--- src/rtl/fetch_pkg.sv ---
`default_nettype none
// ---------------------------------------------------------------------------
// fetch_pkg : shared fetch FSM encoding and default widths.  Rev 1.0
// ---------------------------------------------------------------------------
package fetch_pkg;

   localparam int DEF_ADDR_WIDTH = 8;
   localparam int DEF_DATA_WIDTH = 8;

   typedef enum logic [2:0] {
      OP_ADDR  = 3'd0,
      OP_DATA  = 3'd1,
      ARG_ADDR = 3'd2,
      ARG_DATA = 3'd3,
      VALID    = 3'd4
   } fetch_state_e;

endpackage
`default_nettype wire

--- src/rtl/pc_reg.sv ---
`default_nettype none
// ---------------------------------------------------------------------------
// pc_reg : program counter with load, wrap-around increment and reset.  Rev 1.0
// ---------------------------------------------------------------------------
module pc_reg #(
   parameter int                    addr_width = 8,
   parameter logic [addr_width-1:0] reset_addr = '0
) (
   input  logic                  clk,
   input  logic                  rst_n,
   input  logic                  load,
   input  logic [addr_width-1:0] load_addr,
   input  logic                  inc,
   output logic [addr_width-1:0] pc
);

   logic [addr_width-1:0] pc_d;
   logic [addr_width-1:0] pc_q;

   // Load beats increment; the add wraps naturally at the top address.
   always_comb begin
      pc_d = pc_q;
      if (load) begin
         pc_d = load_addr;
      end else if (inc) begin
         pc_d = pc_q + addr_width'(1);
      end
   end

   always_ff @(posedge clk) begin
      if (!rst_n) begin
         pc_q <= reset_addr;
      end else begin
         pc_q <= pc_d;
      end
   end

   assign pc = pc_q;

endmodule
`default_nettype wire

--- src/rtl/fetch_unit.sv ---
`default_nettype none
// ---------------------------------------------------------------------------
// fetch_unit : two-byte instruction fetch from a synchronous RAM with a
// valid/ready output.  Optional FETCH_HALT_EN adds a halt input.  Rev 1.0
// ---------------------------------------------------------------------------
module fetch_unit
   import fetch_pkg::*;
#(
   parameter int                    addr_width = DEF_ADDR_WIDTH,
   parameter int                    data_width = DEF_DATA_WIDTH,
   parameter logic [addr_width-1:0] reset_addr = '0
) (
   input  logic                  clk,
   input  logic                  rst_n,
`ifdef FETCH_HALT_EN
   input  logic                  halt,
`endif
   output logic [addr_width-1:0] ram_addr,
   input  logic [data_width-1:0] ram_dout,
   input  logic                  jmp_en,
   input  logic [addr_width-1:0] jmp_addr,
   output logic                  instr_valid,
   input  logic                  instr_ready,
   output logic [data_width-1:0] opcode,
   output logic [data_width-1:0] operand,
   output logic [addr_width-1:0] instr_pc
);

   fetch_state_e          state_d, state_q;
   logic [data_width-1:0] opcode_d, opcode_q;
   logic [data_width-1:0] operand_d, operand_q;
   logic [addr_width-1:0] instr_pc_d, instr_pc_q;
   logic [addr_width-1:0] pc;
   logic                  pc_inc;
   logic                  pc_load;
   logic                  hold_fetch;

`ifdef FETCH_HALT_EN
   assign hold_fetch = halt;
`else
   assign hold_fetch = 1'b0;
`endif

   pc_reg #(
      .addr_width (addr_width),
      .reset_addr (reset_addr)
   ) u_pc_reg (
      .clk       (clk),
      .rst_n     (rst_n),
      .load      (pc_load),
      .load_addr (jmp_addr),
      .inc       (pc_inc),
      .pc        (pc)
   );

   always_comb begin
      state_d    = state_q;
      opcode_d   = opcode_q;
      operand_d  = operand_q;
      instr_pc_d = instr_pc_q;
      pc_inc     = 1'b0;
      pc_load    = 1'b0;

      unique case (state_q)
         OP_ADDR: begin
            if (!hold_fetch) begin
               state_d = OP_DATA;
            end
         end
         OP_DATA: begin
            opcode_d   = ram_dout;
            instr_pc_d = pc;
            pc_inc     = 1'b1;
            state_d    = ARG_ADDR;
         end
         ARG_ADDR: begin
            state_d = ARG_DATA;
         end
         ARG_DATA: begin
            operand_d = ram_dout;
            pc_inc    = 1'b1;
            state_d   = VALID;
         end
         VALID: begin
            if (instr_ready) begin
               state_d = OP_ADDR;
            end
         end
         default: begin
            state_d = OP_ADDR;
         end
      endcase

      // A jump abandons whatever was in flight and restarts at the target.
      if (jmp_en) begin
         state_d    = OP_ADDR;
         pc_load    = 1'b1;
         pc_inc     = 1'b0;
         opcode_d   = opcode_q;
         operand_d  = operand_q;
         instr_pc_d = instr_pc_q;
      end
   end

   always_ff @(posedge clk) begin
      if (!rst_n) begin
         state_q    <= OP_ADDR;
         opcode_q   <= '0;
         operand_q  <= '0;
         instr_pc_q <= '0;
      end else begin
         state_q    <= state_d;
         opcode_q   <= opcode_d;
         operand_q  <= operand_d;
         instr_pc_q <= instr_pc_d;
      end
   end

   assign ram_addr    = pc;
   assign instr_valid = (state_q == VALID);
   assign opcode      = opcode_q;
   assign operand     = operand_q;
   assign instr_pc    = instr_pc_q;

endmodule
`default_nettype wire
--- config.mk ---
export PLATFORM = sky130hd
export DESIGN_NAME = fetch_unit
export DESIGN_NICKNAME = d
export VERILOG_FILES = /design/src/rtl/fetch_pkg.sv /design/src/rtl/pc_reg.sv /design/src/rtl/fetch_unit.sv
export SDC_FILE = /design/constraint.sdc
export NUM_CORES = 1
export LEC_CHECK = 0
export CAP_MARGIN = 0
export CORE_ASPECT_RATIO = 1.75
export CORE_MARGIN = 2
export CORE_UTILIZATION = 50
export DETAILED_ROUTE_END_ITERATION = 8
export DONT_BUFFER_PORTS = 1
export GPL_TIMING_DRIVEN = 0
export PLACE_DENSITY = 0.66
export SYNTH_ARGS = -nofsm -noshare
export SYNTH_HDL_FRONTEND = slang
export SYNTH_SLANG_ARGS = --single-unit
--- constraint.sdc ---
create_clock -name clk -period 1.9 [get_ports clk]
set_input_delay 0.57 -clock clk [delete_from_list [all_inputs] [get_ports clk]]
set_output_delay 0.57 -clock clk [all_outputs]
set_load 0.02 [all_outputs]
# --- Word-level counts from Yosys, hierarchy flattened ---
# Cells that the tools add are included.
word_totals:
  reg_bits: 35
  inputBits: 20
op_classes:
  add_sub_neg: 1
  eq_ne: 5
  n_mux: 7
  bitwise_logic: 2
  n_reduce_logical: 6
op_table:
  columns: ["operator", "count"]
  rows:
  - ["$mux W8", 2]
  - ["$pmux W3 S5", 1]
  - ["$add A8 B1 Y8 const B", 1]
  - ["$eq A3 B2 Y1 const B", 2]
  - ["$reduce_and A2 Y1", 2]
  - ["$reduce_or A2 Y1", 2]
  - ["$eq A3 B1 Y1 const B", 1]
  - ["$eq A3 B3 Y1 const B", 1]
  - ["$logic_not A3 Y1", 1]
  - ["$mux W1", 3]
  - ["$mux W3", 1]
  - ["$ne A2 B1 Y1 const B", 1]
  - ["$not A1 Y1", 2]
  - ["$reduce_bool A2 Y1", 1]

# --- Logic depth before layout (Yosys ltp) ---
# Gate-level depths: netlist of the first run.
depth:
  word_depth: 6
  ltp_mapped: 6
  ltp_nobuf: 4

# --- Modules after synthesis ---
# A second synthesis of the first run with hierarchy kept.
hier_totals:
  cells_unflattened: 164
  area_unflattened_um2: 1545.2
modules_own_cells:
  columns: ["module", "instances", "cells_each", "area_each_um2", "seq_area_each_um2"]
  rows:
  - ["fetch_unit", 1, 109, 1083.5, 540.5]
  - ["pc_reg", 1, 55, 461.7, 160.2]

# --- Worst setup path after synthesis of the first run ---
# OpenSTA, ideal clock, no wires.
synth_timing:
  path_kind: "reg-to-output"
  from: "register state_q[2]"
  to: "output port instr_valid"
  arrival_ps: 1043
  setup_slack_ps: 287
  path_stages_with_launch: 2
  n_path_buf: 0
  path_cell_list: "dfxtp_1 -> nor3b_1"
synth_between:
  elab_chain_cells: 1
synth_rtl:
  columns: ["element", "line", "text"]
  rows:
  - ["from (decl)", "fetch_unit.sv:29", "fetch_state_e state_d, state_q;"]
  - ["from (signal assigned)", "fetch_unit.sv:112", "state_q <= state_d;"]
  - ["$eq A3 B3 Y1", "fetch_unit.sv:120", "assign instr_valid = (state_q == VALID);"]
  - ["to (decl)", "fetch_unit.sv:22", "output logic instr_valid,"]
# Every way passes these cells.

# --- Final worst setup path of the first run ---
# Ends and elaborated chain as after synthesis.

==> results of run 1 <==
-- worst min-delay path by stage --
| stage | from | to | slack (ns) | cells past startpoint |
|---|---|---|---|---|
| global route | ram_dout[3] | opcode[3]$_SDFFE_PN0P_ | 0.41 | 2 |
| finish | ram_dout[1] | opcode[1]$_SDFFE_PN0P_ | 0.42 | 2 |
| CTS | ram_dout[1] | opcode[1]$_SDFFE_PN0P_ | 0.42 | 2 |
| floorplan | instr_pc[0]$_SDFFE_PN0P_ | instr_pc[0]$_SDFFE_PN0P_ | 0.53 | 2 |
| detailed placement | opcode[5]$_SDFFE_PN0P_ | opcode[5]$_SDFFE_PN0P_ | 0.55 | 2 |
| global placement | opcode[2]$_SDFFE_PN0P_ | opcode[2]$_SDFFE_PN0P_ | 0.55 | 2 |
-- routing by layer --
layer | track usage [%] | vias up | routed length (um)
met1 | 16.1 | 536 | 1060
met2 | 34.9 | 48 | 1800
met5 | 0 | - | 0
met3 | 7.82 | 10 | 263
met4 | 12.0 | 0 | 94
li1 | - | 569 | -
-- final cells by class --
type	instances	area [um2]	area share, %
multi-input cells	115	813	47.2
flip-flops and latches	35	701	40.7
clock buffers	7	76.3	4.43
plain buffers	9	62.6	3.63
well taps	43	53.8	3.12
inverters	3	11.3	0.654
clock inverters	1	5.00	0.290
-- repair_timing --
item                                    CTS  global route
endpoints found under the setup margin    1             0
hold buffers                              0             0
gates resized for setup                   1             0
-- synthesized netlist by cell type, types with 3 or more instances --
cell      instances
a21boi_1          6
a21boi_2         10
a31oi_1           3
buf_2             4
clkbuf_1          3
dfxtp_1          35
inv_1             3
mux2i_1           8
nand2_1          24
nand2_2           9
nand2b_1          5
nor2b_1           9
nor3_1            3
o21ai_0           8
or3_1             3
-- power by group through the flow --
| stage | Combinational [uW] | Sequential, uW | Clock, uW |
|---|---|---|---|
| global route | 115 | 817 | 559 |
| global placement | 99.2 | 830 | 0 |
| floorplan | 87.3 | 821 | 0 |
| detailed placement | 103 | 830 | 0 |
| CTS | 104 | 814 | 522 |
| finish | 101 | 814 | 504 |
-- cells by family (layout without fill, tap and decap cells) --
family                   Yosys count  in the layout  share of synthesized area (%)
AND/OR/NAND/NOR                   67             67                           24.7
AO/OA/AOI/OAI                     35             35                           18.2
flip-flops                        35             35                           44.3
buffers and inverters             12             20                           4.66
multiplexers                       9              9                           5.77
XOR/XNOR                           3              3                           1.66
adder cells (fa/ha/maj)            1              1                          0.790
-- per-stage QoR --
| step | hold slack, ns | setup slack (ns) |
|---|---|---|
| finish | 0.422 | 0.133 |
| CTS | 0.416 | 0.114 |
| global placement | 0.547 | 0.233 |
| floorplan | 0.531 | 0.287 |
| global route | 0.409 | 0.0652 |
| detailed placement | 0.554 | 0.201 |
==> results.md, run 1 <==
* Wire per inst at 15.1 um
* Fin crit period at 1.77 ns
* Total placed cells including tap cells at 205
* Most frequent cells in the layout: dfxtp_1 (35), nand2_1 (24), a21boi_2 (10), nand2_2 (9), nor2b_1 (9)
* Antenna-violating nets left at 0
* Fmax at 0.566 GHz
* FP Rows at 27
* Gpl congestion at 0.713
* Family with the most delay on the worst path: flip-flops
* Period utilization at 93.0%
* Worst path depth at 1
* CTS tree: done
* Status: complete, no violations
* Router iterations before antenna repair at 4
* Main synth FF type: dfxtp_1
* Worst Path Required at 1.33 ns
* #FFs+latches synth at 35
* Max VDD drop at 0.573 mV
* DR iter-0 viols at 27
* Post-route clock skew at 0.00290 ns
* Num Clock Sinks at 35
* Non-Filler Instances at 213
* DIE AREA at 3650 um2
* # IOs at 53
* P per Cell Area at 824 nW/um2
* Drt total wl at 3.22 mm
* Crit Path Class: reg -> out
* Max stage delay on crit path at 0.47 ns
* PortBufs at 0
* Initial Utilization at 51.5%
* R2R Path End: u_pc_reg.pc[4]$_SDFFE_PN0P_
* # diodes at 0
* Final setup viols at 0
* HPWL Detailed at 2.49 mm
* CTS Buffer Depth at 2
* Num CTS Buffers at 5
* Measured slew at the worst slew-check pin at 0.425 ns
* Via-to-Cell Ratio at 5.46
* Area contributors post-synth: dfxtp_1 (44%), a21boi_2 (7.1%), nand2_1 (5.7%)
* Flop-to-flop setup slack at 0.36 ns
* Mean area per synthesized cell at 9.77 um2
* Global route overflow at 0
* Worst EP arrival at 1.20 ns
* Commonest non-fill, non-tap cell in the layout: dfxtp_1
* Setup TNS at 0 ns
* Layout overhead on the synthesized area at 8.85%
* Clock network power share at 35.5%
* Hold Violations, Final at 0
* Die H at 78.4 um
* Worst-Skew Late Latency at 0.28 ns
* Clock transition at path regs at 0.07 ns
* Setup crit start: state_q[2]$_SDFFE_PP0P_
* Fraction of final layout cells sized beyond drive strength 1 at 21.2%
* Sw power at 354 uW
* Max Slew Vio Count at 0
* Post-synth cell types at 39
* Fin nets at 190
* Total setup buffers inserted after CTS at 0
* CP Cell Sequence: nor3b_2
* Combinational power share at 7.1%
* Async SR Flop Fraction at 0%
* Clk root buf: clkbuf_8
* Antenna violations before repair at 0
* Post-synthesis cell count at 162
* Mapped cell area at 1580 um2
* Syn. warnings at 0
* Via count at 1163
* Largest net degree at the start of global routing at 11
* Total Power at 1420 uW
* Die Width at 46.5 um
* Slew HR at 71.5%
* Max Cap Viol at 0
* Register-to-Register Path Depth at 4
* Seq pwr share at 57.4%
* Synth area leader: dfxtp_1
* Leakage at 0.000584 uW
* Fin util at 56.0%
* Post-Syn Nets at 183
* CP Buf/Inv Count at 0
* Final instance area at 1720 um2
* Register area share after synthesis at 44.3%
* Number of enable flip-flop cells after synthesis at 0
* Switching part of the total at 25.0%
* Core area at 3070 um2
* DRC Markers at 0
* Cell with the largest stage delay on the worst path: dfxtp_1
* RSZ-0062 raised after global routing: false
* Filler Cells Inserted at 297
* Post-DP Area at 1640 um2
* CP endpoint kind: primary output
* Internal power at 1060 uW
* CP Max Fanout at 9
* CP startpoint kind: flip-flop
* Vias in the first global route at 1139
* H-tree level count at 2
* First-pass GRT wire length at 5.01 mm
* End point of the critical path: instr_valid
* Total GRT Usage at 19.5%
* Min-Delay Path Class: in -> reg
* Yosys top cell area share at 44.3%
* RR Startpoint: u_pc_reg.pc[0]$_SDFFE_PN0P_
No activity file was read; power rests on OpenSTA's default activity.
==> run 2: changes to the inputs <==
--- a/config.mk
+++ b/config.mk
@@ -5,14 +5,14 @@
 export SDC_FILE = /design/constraint.sdc
 export NUM_CORES = 1
 export LEC_CHECK = 0
+export BUFFER_PORTS_ARGS = -buffer_cell sky130_fd_sc_hd__buf_2
 export CAP_MARGIN = 0
 export CORE_ASPECT_RATIO = 1.75
 export CORE_MARGIN = 2
-export CORE_UTILIZATION = 50
+export CORE_UTILIZATION = 49
 export DETAILED_ROUTE_END_ITERATION = 8
-export DONT_BUFFER_PORTS = 1
 export GPL_TIMING_DRIVEN = 0
-export PLACE_DENSITY = 0.66
+export PLACE_DENSITY = 0.79
 export SYNTH_ARGS = -nofsm -noshare
 export SYNTH_HDL_FRONTEND = slang
 export SYNTH_SLANG_ARGS = --single-unit
==> results.md, run 2 (same netlist as run 1, synthesis figures left out) <==
* Status: complete, no violations
* HPWL Detailed at 2.55 mm
* Post-route clock skew at 0.00303 ns
* Die H at 79.2 um
* Worst EP arrival at 1.14 ns
* Hold Violations, Final at 0
* Setup ws final at 0.185 ns
* Total GRT Usage at 19.3%
* Gpl congestion at 0.834
* Max Cap Viol at 0
* Clock transition at path regs at 0.07 ns
* Most frequent cells in the layout: buf_2 (56), dfxtp_1 (34), nand2_1 (24), a21boi_2 (10)
* Worst-Skew Late Latency at 0.28 ns
* DR iter-0 viols at 16
* Core area at 3110 um2
* Fmax at 0.583 GHz
* Final setup viols at 0
* Num CTS Buffers at 5
* DRC Markers at 0
* Vias in the first global route at 1217
* Measured slew at the worst slew-check pin at 0.435 ns
* Antenna violations before repair at 0
* Via-to-Cell Ratio at 5.09
* CP endpoint kind: primary output
* Min-Delay Path Class: reg -> reg
* Fraction of final layout cells sized beyond drive strength 1 at 40.7%
* Setup TNS at 0 ns
* Fin crit period at 1.71 ns
* PortBufs at 52
* Global route overflow at 0
* Die Width at 47.0 um
* Max stage delay on crit path at 0.30 ns
* Leakage at 0.000842 uW
* Commonest non-fill, non-tap cell in the layout: buf_2
* CP Max Fanout at 9
* Total placed cells including tap cells at 257
* RSZ-0062 raised after global routing: false
* CTS Buffer Depth at 2
* Crit Path Class: reg -> out
* Fin nets at 242
* Largest net degree at the start of global routing at 11
* Num Clock Sinks at 35
* Via count at 1343
* Non-Filler Instances at 264
* Layout overhead on the synthesized area at 25.8%
* P per Cell Area at 746 nW/um2
* Clk root buf: clkbuf_8
* Router iterations before antenna repair at 4
* H-tree level count at 2
* Cell with the largest stage delay on the worst path: dfxtp_1
* First-pass GRT wire length at 5.30 mm
* CP startpoint kind: flip-flop
* Slew HR at 71.0%
* FP Rows at 27
* Max VDD drop at 0.531 mV
* Drt total wl at 3.31 mm
* Period utilization at 90.2%
* Worst Path Required at 1.33 ns
* Initial Utilization at 50.9%
* Total setup buffers inserted after CTS at 0
* # IOs at 53
* Post-Place Worst Slack at 0.180 ns
* Max Slew Vio Count at 0
* CTS tree: done
* Antenna-violating nets left at 0
* DIE AREA at 3720 um2
* Crit-path most repeated cell: buf_2
* # diodes at 0
* Hold-fix buffers, CTS at 0
* CP Cell Sequence: buf_2, nor3b_2, buf_2
* Wire per inst at 12.5 um
-- run 2: layout make-up --
class / count / area (um2)
fill: 304 / 1120
multi-input combinational: 115 / 813
sequential: 35 / 702
timing repair buffer: 52 / 260
clock buffer: 6 / 82.6
buffer: 9 / 62.6
tap: 43 / 53.8
inverter: 3 / 11.3
clock inverter: 1 / 5.00
-- run 2: through the flow --
| step | utilization (%) | cell area (um2) | hold WS [ns] | total power [uW] |
|---|---|---|---|---|
| 3_5_place_dp | 61.0 | 1900 | 0.446 | 976 |
| 6_report | 64.0 | 1990 | 0.451 | 1480 |
| 3_3_place_gp | 61.0 | 1900 | 0.439 | 972 |
| 2_1_floorplan | - | 1580 | 0.531 | 908 |
| 5_1_grt | 64.0 | 1990 | 0.470 | 1550 |
| 4_1_cts | 63.8 | 1980 | 0.456 | 1510 |
-- run 2: metal layers --
layer  vias up  GRT usage, %  wire length (um)  share of wire, %
li1        681             -                 -                 -
met1       613          21.4              1330                40
met4         0          6.67                72               2.2
met3         7          5.00               158               4.8
met5         -             0                 0                 0
met2        42          33.7              1750                53
-- run 2: path summary, 6_finish.rpt --
path	start	endpoint	slack [ns]	cells after the start
setup / recovery	state_q[0]$_SDFFE_PP0P_	instr_valid	0.19	3
hold / removal	instr_pc[1]$_SDFFE_PN0P_	instr_pc[1]$_SDFFE_PN0P_	0.45	2
setup reg to reg	state_q[0]$_SDFFE_PP0P_	opcode[6]$_SDFFE_PN0P_	0.41	6
hold reg to reg	instr_pc[1]$_SDFFE_PN0P_	instr_pc[1]$_SDFFE_PN0P_	0.45	2
-- run 2: worst max-delay path, delay by kind of cell, from the launching register on --
kind          cells  cell delay [ns]
simple gates      1             0.21
flops             1             0.30
buf+inv           2             0.36
-- run 2: power breakdown --
group          internal [uW]  leakage (uW)  total, uW  switching (uW)
sequential               757      0.000285        784            26.6
combinational           78.1      0.000509        174            96.3
clock                    284     0.0000470        527             243
total                   1120      0.000842       1480             366
-- run 2: what timing repair did --
item,4_1_cts,5_1_grt
gates resized for setup,0,2
setup endpoints to repair,0,1
endpoints found under the hold margin,0,0
==> run 3: changes to the inputs <==
--- a/config.mk
+++ b/config.mk
@@ -15,4 +15,5 @@
 export PLACE_DENSITY = 0.79
 export SYNTH_ARGS = -nofsm -noshare
 export SYNTH_HDL_FRONTEND = slang
+export SYNTH_HIERARCHICAL = 1
 export SYNTH_SLANG_ARGS = --single-unit
==> results.md, run 3 <==
* PostCTS Resize Cnt at 0
* Internal power at 1150 uW
* Vias in the first global route at 1244
* Fin nets at 244
* DR iter-0 viols at 23
* Antenna violations before repair at 0
* DIE AREA at 3640 um2
* Measured slew at the worst slew-check pin at 0.427 ns
* Yosys top cell area share at 45.3%
* Hold Violations, Final at 0
* Clock network power share at 38.0%
* Main synth FF type: dfxtp_1
* Max Slew Vio Count at 0
* FP Rows at 27
* Async SR Flop Fraction at 0%
* Post-synth top cells: nand2_1 (44), dfxtp_1 (35), mux2i_1 (25), o21ai_0 (8), clkbuf_1 (5)
* Worst-Skew Late Latency at 0.29 ns
* Area contributors post-synth: dfxtp_1 (45%), mux2i_1 (16%), nand2_1 (11%)
* Synth area leader: dfxtp_1
* Period utilization at 90.2%
* Initial Utilization at 50.3%
* Seq pwr share at 51.6%
* Antenna-violating nets left at 0
* Die H at 78.3 um
* Top-count cell post-synth: nand2_1
* Sw power at 364 uW
* Largest net degree at the start of global routing at 16
* Post-Syn Nets at 185
* Total GRT Usage at 20.1%
* # IOs at 53
* Router iterations before antenna repair at 4
* Syn. warnings at 6
* P per Cell Area at 775 nW/um2
* RR Startpoint: state_q[0]$_SDFFE_PP0P_
* CP Buf/Inv Count at 1
* Hold Slack at 0.451 ns
* Commonest non-fill, non-tap cell in the layout: buf_2
* Wire per inst at 12.3 um
* Worst EP arrival at 1.14 ns
* #FFs+latches synth at 35
* Min-Delay Path Class: reg -> reg
* Global route overflow at 0
* Hold-fix buffers, CTS at 0
* Fin crit period at 1.71 ns
* Fraction of final layout cells sized beyond drive strength 1 at 29.5%
* CTS Buffer Depth at 2
* H-tree level count at 2
* CP endpoint kind: primary output
* Drt total wl at 3.27 mm
* Max VDD drop at 0.663 mV
* Post-route clock skew at 0.00129 ns
* Post-synthesis cell count at 164
* Via count at 1361
* Fmax at 0.584 GHz
* Post-synth cell types at 31
* Slew HR at 71.6%
* Core area at 3070 um2
* Setup ws final at 0.187 ns
* CTS tree: done
* PortBufs at 52
* Mapped cell area at 1550 um2
* Max Cap Viol at 0
* Total setup buffers inserted after CTS at 0
* Crit Path Class: reg -> out
* Clock transition at path regs at 0.06 ns
* RSZ-0062 raised after global routing: false
* Num Clock Sinks at 35
* Worst Path Required at 1.33 ns
* # diodes at 0
* Via-to-Cell Ratio at 5.10
* Setup TNS at 0 ns
* HPWL Detailed at 2.46 mm
* Gpl congestion at 0.721
* Clk root buf: clkbuf_8
* Layout overhead on the synthesized area at 26.8%
* Num CTS Buffers at 5
* Status: complete, no violations
* Combinational power share at 10.4%
* Max stage delay on crit path at 0.47 ns
* CP Max Fanout at 8
* Number of enable flip-flop cells after synthesis at 0
* Die Width at 46.5 um
* Leakage at 0.000836 uW
* Mean area per synthesized cell at 9.42 um2
* Final setup viols at 0
* Family with the most delay on the worst path: flip-flops
* DRC Markers at 0
* Hold_sp: opcode[3]$_SDFFE_PN0P_
* Cell with the largest stage delay on the worst path: dfxtp_1
* Setup crit start: state_q[2]$_SDFFE_PP0P_
* Register area share after synthesis at 45.3%
* Post-Place Worst Slack at 0.0602 ns
* Switching part of the total at 24.0%
* First-pass GRT wire length at 5.41 mm
* CP Cell Sequence: nor3b_1, buf_2
* Most frequent cells in the layout: buf_2 (52), nand2_1 (44), dfxtp_1 (35), mux2i_1 (25), o21ai_0 (8)
* CP startpoint kind: flip-flop
[run 3: cell types whose count changed in the layout (fill, tap and decap cells not counted), sizes merged, moves of 3 or more]
| cell | change |
|---|---|
| nand2 | +10 |
| nand2b | -3 |
| mux2i | +17 |
| nor2b | -9 |
| nand3 | +3 |
| a21boi | -16 |
| and2 | +4 |
| clkbuf | +4 |
[run 3: routing by layer]
metal | GRT usage [%] | wire length [um] | vias up
met4 | 8.57 | 58 | 0
met3 | 5.52 | 205 | 5
met2 | 34.3 | 1670 | 55
li1 | - | - | 680
met5 | 0 | 0 | -
met1 | 21.9 | 1340 | 621
[run 3: cell families after synthesis]
kind of cell	Yosys count	share of synthesized area (%)
xor gates and xnor gates	5	2.83
muxes	25	16.2
and+or+nand+nor	73	24.8
buffers and inverters	10	4.45
AOI/OAI and AO/OA	15	5.59
adders and majority gates	1	0.810
DFF	35	45.3
[run 3: worst min-delay path: stages, from the launching register on]
cell and delay (ns):
dfxtp_1 0.30, nand2_1 0.05, mux2i_1 0.05
[run 3: through the flow]
stage          instance area [um2]  cells  utilization, %  power, uW
3_3_place_gp                  1860    259            60.5        957
4_1_cts                       1960    267            63.7       1540
6_report                      1960    267            63.7       1520
2_1_floorplan                 1550    164               -        895
5_1_grt                       1960    267            63.7       1600
3_5_place_dp                  1860    259            60.5        958
[run 3: final cells by class]
class                      instances  area [um2]
multi-input combinational        119         776
tap                               43        53.8
clock buffer                       8         100
inverter                           1        3.75
buffer                             9        65.1
fill                             269        1110
sequential                        35         701
timing repair buffer              52         260
[run 3: power groups by stage]
| stage | clock network, uW | registers, uW | logic [uW] |
|---|---|---|---|
| after floorplan | 0 | 819 | 76.6 |
| after global placement | 0 | 799 | 157 |
| after detailed placement | 0 | 799 | 159 |
| after CTS | 594 | 783 | 160 |
| after global routing | 635 | 787 | 174 |
| final | 577 | 783 | 158 |
[run 3: final timing paths]
check,slack [ns],end,cells past startpoint
setup reg to reg,0.29,u_pc_reg/pc[7]$_SDFFE_PN0P_,5
setup / recovery,0.19,instr_valid,2
hold reg to reg,0.45,opcode[3]$_SDFFE_PN0P_,2
hold / removal,0.45,opcode[3]$_SDFFE_PN0P_,2
